### src/rtl/rms_pkg.sv
// Shared definitions for the RMS window command generator.
// Holds the default sample width and window depth, the command codes sent to
// the RMS engine, the controller state encoding and the window-length clamp.
package rms_pkg;

    localparam int unsigned W     = 32;
    localparam int unsigned DEPTH = 64;

    typedef enum logic [1:0] {
        CMD_ADD    = 2'd0,
        CMD_SUB    = 2'd1,
        CMD_ADDOUT = 2'd2,
        CMD_FLUSH  = 2'd3
    } cmd_e;

    typedef enum logic {
        StIdle,
        StSubPend
    } state_e;

    // 0 means a one-sample window; anything beyond the buffer is capped at it.
    function automatic logic [6:0] clamp_winlen(input logic [6:0] wl, input logic [6:0] depth);
        if (wl == 7'd0) begin
            return 7'd1;
        end
        if (wl > depth) begin
            return depth;
        end
        return wl;
    endfunction

endpackage

### src/rtl/rms_window_tx_if.sv
// Sample/command bus between upstream producer, rms_window_tx and the RMS engine.
//   pushin/Xin/flushin/winlen : upstream sample stream and window length
//   stopout                   : backpressure to upstream
//   pushout/cmdout/Xout       : command stream toward the RMS engine
// master = upstream/engine side, slave = rms_window_tx.
interface rms_window_tx_if #(
    parameter int unsigned W = rms_pkg::W
) ();

    logic         pushin;
    logic [W-1:0] Xin;
    logic         flushin;
    logic [6:0]   winlen;
    logic         stopout;
    logic         pushout;
    logic [1:0]   cmdout;
    logic [W-1:0] Xout;

    modport master (
        output pushin, Xin, flushin, winlen,
        input  stopout, pushout, cmdout, Xout
    );

    modport slave (
        input  pushin, Xin, flushin, winlen,
        output stopout, pushout, cmdout, Xout
    );

endinterface

### src/rtl/rms_winbuf.sv
// Circular sample buffer for the RMS window.
//   clk     : write clock
//   we_i    : write enable
//   waddr_i : write address, wdata_i : write data
//   raddr_i : asynchronous read address, rdata_o : read data
// Contents are not reset; only positions written since reset are ever read.
module rms_winbuf #(
    parameter int unsigned W     = 32,
    parameter int unsigned DEPTH = 64,
    localparam int unsigned AW   = $clog2(DEPTH)
) (
    input  logic          clk,
    input  logic          we_i,
    input  logic [AW-1:0] waddr_i,
    input  logic [W-1:0]  wdata_i,
    input  logic [AW-1:0] raddr_i,
    output logic [W-1:0]  rdata_o
);

    logic [W-1:0] mem_q [DEPTH];

    always_ff @(posedge clk) begin
        if (we_i) begin
            mem_q[waddr_i] <= wdata_i;
        end
    end

    assign rdata_o = mem_q[raddr_i];

endmodule

### src/rtl/rms_window_tx.sv
// Sliding-window command generator for a running RMS engine.
// Each accepted sample becomes ADD / ADDOUT / FLUSH; once the window is full a
// SUB of the sample leaving the window is issued first, which takes a second
// cycle (stopout held for that cycle).
//   clk, rst : clock and asynchronous active-high reset
//   bus      : rms_window_tx_if slave (sample in, command out)
module rms_window_tx #(
    parameter int unsigned W     = rms_pkg::W,
    parameter int unsigned DEPTH = rms_pkg::DEPTH
) (
    input logic            clk,
    input logic            rst,
    rms_window_tx_if.slave bus
);

    import rms_pkg::*;

    localparam int unsigned AW = $clog2(DEPTH);

    state_e        state_q, state_d;
    logic [6:0]    cnt_q, cnt_d;
    logic [6:0]    n_q, n_d, n_eff;
    logic [AW-1:0] wptr_q, wptr_d, old_addr;
    logic          pushout_q, pushout_d;
    cmd_e          cmd_q, cmd_d;
    logic [W-1:0]  xout_q, xout_d;
    cmd_e          pend_cmd_q, pend_cmd_d;
    logic [W-1:0]  pend_x_q, pend_x_d;
    logic [W-1:0]  old_x;
    logic          stop, accept, need_sub, we;

    // Window length only follows winlen while the window is empty.
    assign n_eff    = (cnt_q == 7'd0) ? clamp_winlen(bus.winlen, 7'(DEPTH)) : n_q;
    assign n_d      = n_eff;
    // N = DEPTH wraps to wptr itself; the read returns the old value before the write.
    assign old_addr = wptr_q - AW'(n_eff);
    assign accept   = bus.pushin && !stop;
    assign need_sub = accept && (cnt_q == n_eff);

    rms_winbuf #(
        .W     (W),
        .DEPTH (DEPTH)
    ) u_winbuf (
        .clk     (clk),
        .we_i    (we),
        .waddr_i (wptr_q),
        .wdata_i (bus.Xin),
        .raddr_i (old_addr),
        .rdata_o (old_x)
    );

    // State register.
    always_ff @(posedge clk or posedge rst) begin
        if (rst) begin
            state_q <= StIdle;
        end else begin
            state_q <= state_d;
        end
    end

    // Next-state logic.
    always_comb begin
        state_d = state_q;
        unique case (state_q)
            StIdle:    if (need_sub) state_d = StSubPend;
            StSubPend: state_d = StIdle;
            default:   state_d = StIdle;
        endcase
    end

    // FSM outputs.
    always_comb begin
        stop = 1'b0;
        if (state_q == StSubPend) begin
            stop = 1'b1;
        end
    end

    // Datapath next state.
    always_comb begin
        cnt_d      = cnt_q;
        wptr_d     = wptr_q;
        pushout_d  = 1'b0;
        cmd_d      = cmd_q;
        xout_d     = xout_q;
        pend_cmd_d = pend_cmd_q;
        pend_x_d   = pend_x_q;
        we         = 1'b0;
        if (state_q == StSubPend) begin
            pushout_d = 1'b1;
            cmd_d     = pend_cmd_q;
            xout_d    = pend_x_q;
        end else if (accept) begin
            we        = 1'b1;
            wptr_d    = wptr_q + AW'(1);
            pushout_d = 1'b1;
            if (need_sub) begin
                cmd_d    = CMD_SUB;
                xout_d   = old_x;
                pend_x_d = bus.Xin;
                if (bus.flushin) begin
                    pend_cmd_d = CMD_FLUSH;
                    cnt_d      = 7'd0;
                end else begin
                    pend_cmd_d = CMD_ADDOUT;
                end
            end else if (bus.flushin) begin
                cmd_d  = CMD_FLUSH;
                xout_d = bus.Xin;
                cnt_d  = 7'd0;
            end else if (cnt_q == n_eff - 7'd1) begin
                cmd_d  = CMD_ADDOUT;
                xout_d = bus.Xin;
                cnt_d  = n_eff;
            end else begin
                cmd_d  = CMD_ADD;
                xout_d = bus.Xin;
                cnt_d  = cnt_q + 7'd1;
            end
        end
    end

    always_ff @(posedge clk or posedge rst) begin
        if (rst) begin
            cnt_q      <= 7'd0;
            n_q        <= 7'd1;
            wptr_q     <= '0;
            pushout_q  <= 1'b0;
            cmd_q      <= CMD_ADD;
            xout_q     <= '0;
            pend_cmd_q <= CMD_ADD;
            pend_x_q   <= '0;
        end else begin
            cnt_q      <= cnt_d;
            n_q        <= n_d;
            wptr_q     <= wptr_d;
            pushout_q  <= pushout_d;
            cmd_q      <= cmd_d;
            xout_q     <= xout_d;
            pend_cmd_q <= pend_cmd_d;
            pend_x_q   <= pend_x_d;
        end
    end

    assign bus.stopout = stop;
    assign bus.pushout = pushout_q;
    assign bus.cmdout  = cmd_q;
    assign bus.Xout    = xout_q;

endmodule

### src/flat_wrapper.sv
// flat-port wrapper written by rule: the top's interface ports become plain ports
module rms_window_tx_flat import rms_pkg::*;
#(
    parameter int unsigned W     = rms_pkg::W,
    parameter int unsigned DEPTH = rms_pkg::DEPTH
)
  (clk, rst, bus_pushin, bus_Xin, bus_flushin, bus_winlen, bus_stopout, bus_pushout, bus_cmdout, bus_Xout);
  rms_window_tx_if #(.W(W)) bus_i ();
  input logic clk;
  input logic rst;
  input wire logic [$bits(bus_i.pushin)-1:0] bus_pushin;
  input wire logic [$bits(bus_i.Xin)-1:0] bus_Xin;
  input wire logic [$bits(bus_i.flushin)-1:0] bus_flushin;
  input wire logic [$bits(bus_i.winlen)-1:0] bus_winlen;
  output wire logic [$bits(bus_i.stopout)-1:0] bus_stopout;
  output wire logic [$bits(bus_i.pushout)-1:0] bus_pushout;
  output wire logic [$bits(bus_i.cmdout)-1:0] bus_cmdout;
  output wire logic [$bits(bus_i.Xout)-1:0] bus_Xout;
  assign bus_i.pushin = bus_pushin;
  assign bus_i.Xin = bus_Xin;
  assign bus_i.flushin = bus_flushin;
  assign bus_i.winlen = bus_winlen;
  assign bus_stopout = bus_i.stopout;
  assign bus_pushout = bus_i.pushout;
  assign bus_cmdout = bus_i.cmdout;
  assign bus_Xout = bus_i.Xout;
  rms_window_tx #(.W(W), .DEPTH(DEPTH)) u_core (.clk(clk), .rst(rst), .bus(bus_i));
endmodule
### config.mk
export PLATFORM = sky130hd
export DESIGN_NAME = rms_window_tx_flat
export DESIGN_NICKNAME = d
export VERILOG_FILES = /design/src/rtl/rms_pkg.sv /design/src/rtl/rms_window_tx_if.sv /design/src/rtl/rms_winbuf.sv /design/src/rtl/rms_window_tx.sv /design/src/flat_wrapper.sv
export SDC_FILE = /design/constraint.sdc
export NUM_CORES = 2
export LEC_CHECK = 0
export ABC_AREA = 0
export ABC_CLOCK_PERIOD_IN_PS = 4200
export CELL_PAD_IN_SITES_DETAIL_PLACEMENT = 0
export CELL_PAD_IN_SITES_GLOBAL_PLACEMENT = 1
export CORE_UTILIZATION = 40
export DETAILED_ROUTE_END_ITERATION = 8
export PLACE_DENSITY_LB_ADDON = 0.1
export SETUP_SLACK_MARGIN = 0.15
export SLEW_MARGIN = 10
export SYNTH_ARGS = -nofsm -noshare
export SYNTH_HDL_FRONTEND = slang
export SYNTH_SLANG_ARGS = --single-unit
export TNS_END_PERCENT = 100
### constraint.sdc
create_clock -name clk -period 4.2 [get_ports clk]
set_input_delay 0.63 -clock clk [delete_from_list [all_inputs] [get_ports clk]]
set_output_delay 0.63 -clock clk [all_outputs]
set_load 0.05 [all_outputs]
==> impl_metrics.json <==
{
  "rows": 166,
  "synth.top_cell.area_share_pct": 74.2,
  "rr_endpoint": "u_core.bus.Xout[2]",
  "layout_min_cycle_time_ns": 4.61,
  "syn_avg_cell_area_um2": 23.7,
  "violations": "negative setup slack",
  "drv_cap": 0,
  "core-area_mm2": 0.205,
  "cts_hold_buf": 0,
  "clock.fmax_ghz": 0.217,
  "timing.rr.start": "u_core.cnt_q[1]",
  "cts_buffer_depth": 3,
  "final_common_cell": "edfxtp_1",
  "cts_made_buffers": 219,
  "netlist_area_mm2": 0.0828,
  "vias": 39380,
  "drtAntennaViolNets": 0,
  "cts_root_buf": "clkbuf_16",
  "grt_max_degree": 69,
  "crit_fanout": 8,
  "die_x_um": 457,
  "r2r_setup_slack_ns": -0.41,
  "grt_overflow_total": 0,
  "portBuffers": 78,
  "initial_utilization_pct": 40.4,
  "crit_arrival_ns": 5.32,
  "cts_sinks": 2138,
  "n_fill_cell": 16395,
  "layout.cells.non_filler": 6823,
  "clk_latency_ns": 0.85,
  "vias_per_cell": 5.77,
  "layout.nets": 4001,
  "grt_pass1_vias": 41388,
  "end_kind": "flop",
  "mostFrequentLayoutCells": "edfxtp_1, mux4_2, clkbuf_16",
  "min_period_over_period_pct": 110,
  "async_flop_share_pct": 4.21,
  "synthToLayoutAreaGrowth_pct": 19.8,
  "start_kind": "flop",
  "fin_util_pct": 48.4,
  "ys_seq_area_share_pct": 77.0,
  "dp_cells": 6345,
  "min_path_type": "input port to asynchronous set/reset pin",
  "clk_pin_slew_ns": 0.06,
  "synth_top_cells_by_area": "edfxtp_1, mux4_2, dfrtp_1, mux2_2, clkbuf_1",
  "ios": 79,
  "synth_fp_nets": 3550,
  "dieArea_mm2": 0.209,
  "drt_wl_total_mm": 230,
  "grtUsageTotal_pct": 22.0,
  "wire_per_inst_um": 33.7,
  "slew-limit-headroom_pct": 16.8,
  "fin_setup_tns_ns": -10.27,
  "path_class": "flop to flop",
  "post-dp-hpwl_mm": 124,
  "yosysWarnings": 0,
  "synthCells": 3497,
  "grt_pass1_wl_mm": 320,
  "status": "finished, violations left",
  "synth-edff-count": 2048,
  "yosys.area.top_type": "edfxtp_1",
  "drtIter0Drc": 4463,
  "gp_congestion": 0.775,
  "rsz0062_at_grt": "true",
  "finalMaxSlewViolations": 0,
  "worstMarginPinSlew_ns": 1.25,
  "cts_tree": "built",
  "synth_seq_cells": 2138,
  "setup_viol": 32,
  "rr_worst_depth": 18,
  "route.detailed.drc": 0,
  "firstDrtPassIters": 7,
  "worst_slack_ns": -0.408,
  "critPathRequiredTime_ns": 4.91,
  "antenna_found_initial": 7,
  "layout-drive-gt1-share_pct": 38.4,
  "synth-main-ff-cell": "edfxtp_1",
  "ys_types": 62,
  "hold_violations": 0,
  "skew_ns": 0.0215,
  "dieHeight_um": 457,
  "htree_num_levels": 4
}
kinds of logic after synthesis:
kind of cell | after synthesis | synth area share (%)
xor+xnor | 17 | 0.180
compound gates | 114 | 1.08
buf+inv | 207 | 1.02
simple gates | 270 | 1.84
flops | 2138 | 77.0
fa+ha+maj | 10 | 0.160
mux | 741 | 18.8
registers in the layout (all words and copies together) (netlist names):
register,flops
u_core.pend_x_q,32
u_core.bus.cmdout,2
u_core.wptr_q,6
u_core.bus.pushout,1
u_core.n_q,7
u_core.cnt_q,7
u_core.bus.Xout,32
u_core.u_winbuf.mem_q,2048
u_core.state_q,1
u_core.pend_cmd_q,2
stage by stage:
stage                     hold slack, ns  setup WS [ns]  area [um2]
after floorplan                    0.441          0.167       83200
after global placement             0.459          -1.07       90300
after detailed placement           0.467         -0.903       90300
after CTS                          0.211         -0.418       98600
after global routing               0.244         -0.522       99200
final                              0.247         -0.408       99200
how the worst max path moves through the flow:
stage	cells after the start	slack, ns	to	startpoint
finish	18	-0.41	u_core.bus.Xout[2]	u_core.cnt_q[1]
CTS	18	-0.42	u_core.bus.Xout[2]	u_core.cnt_q[1]
global placement	15	-1.07	u_core.bus.Xout[31]	bus_winlen[4]
global route	21	-0.52	u_core.bus.Xout[3]	u_core.cnt_q[1]
floorplan	17	0.17	u_core.bus.Xout[0]	u_core.cnt_q[0]
detailed placement	15	-0.90	u_core.bus.Xout[31]	bus_winlen[4]
layer usage:
layer	track usage (%)	vias to the layer above	wire, um
li1	-	15932	-
met1	30.3	21740	96500
met2	35.9	1361	113000
met3	3.77	345	13200
met4	6.92	2	7280
met5	0	-	17
layout make-up:
| type | count | area, um2 | area share, % |
|---|---|---|---|
| multi-input cells | 1152 | 19000 | 19.2 |
| inverters | 17 | 66.3 | 0.0668 |
| clock inverters | 107 | 1020 | 1.02 |
| diodes | 7 | 17.5 | 0.0177 |
| well taps | 2688 | 3360 | 3.39 |
| clock buffers | 294 | 6050 | 6.10 |
| repair buffers | 420 | 5920 | 5.97 |
| flip-flops and latches | 2138 | 63800 | 64.2 |
synth_stat cells, types with 6 or more instances:
master	instances
mux2_2	97
clkbuf_1	137
xnor2_1	12
o21ai_0	15
edfxtp_1	2048
mux4_2	640
a21oi_1	34
nand3_2	30
buf_1	39
nand3_1	10
buf_2	6
and2_1	6
nor2_1	82
buf_6	7
inv_1	17
nand2b_1	6
nor3b_1	32
dfrtp_1	89
a22oi_2	30
nand2_1	65
ha_1	9
worst max-delay path, stage by stage (launching register included):
cell,delay [ns]
dfrtp_1,0.39
inv_2,0.08
ha_4,0.14
or3b_4,0.40
o21ai_4,0.16
o31ai_4,0.09
buf_6,0.13
ha_4,0.15
fa_4,0.79
buf_12,0.13
buf_16,0.16
buf_12,0.17
buf_12,0.11
buf_16,0.11
mux4_2,0.30
mux4_2,0.49
mux2_4,0.35
a22oi_2,0.20
nand3_2,0.07
timing repair:
item | 4_1_cts | 5_1_grt
cloned | 16 | 15
endpoints found under the hold margin | 0 | 0
pin swaps | 21 | 8
gates resized for setup | 100 | 40
setup buffers | 31 | 7
setup endpoints to repair | 32 | 32
Power is left out: the tool's default activity adds up to more than one toggle a clock period on the data nets, which glitch-free logic cannot reach.
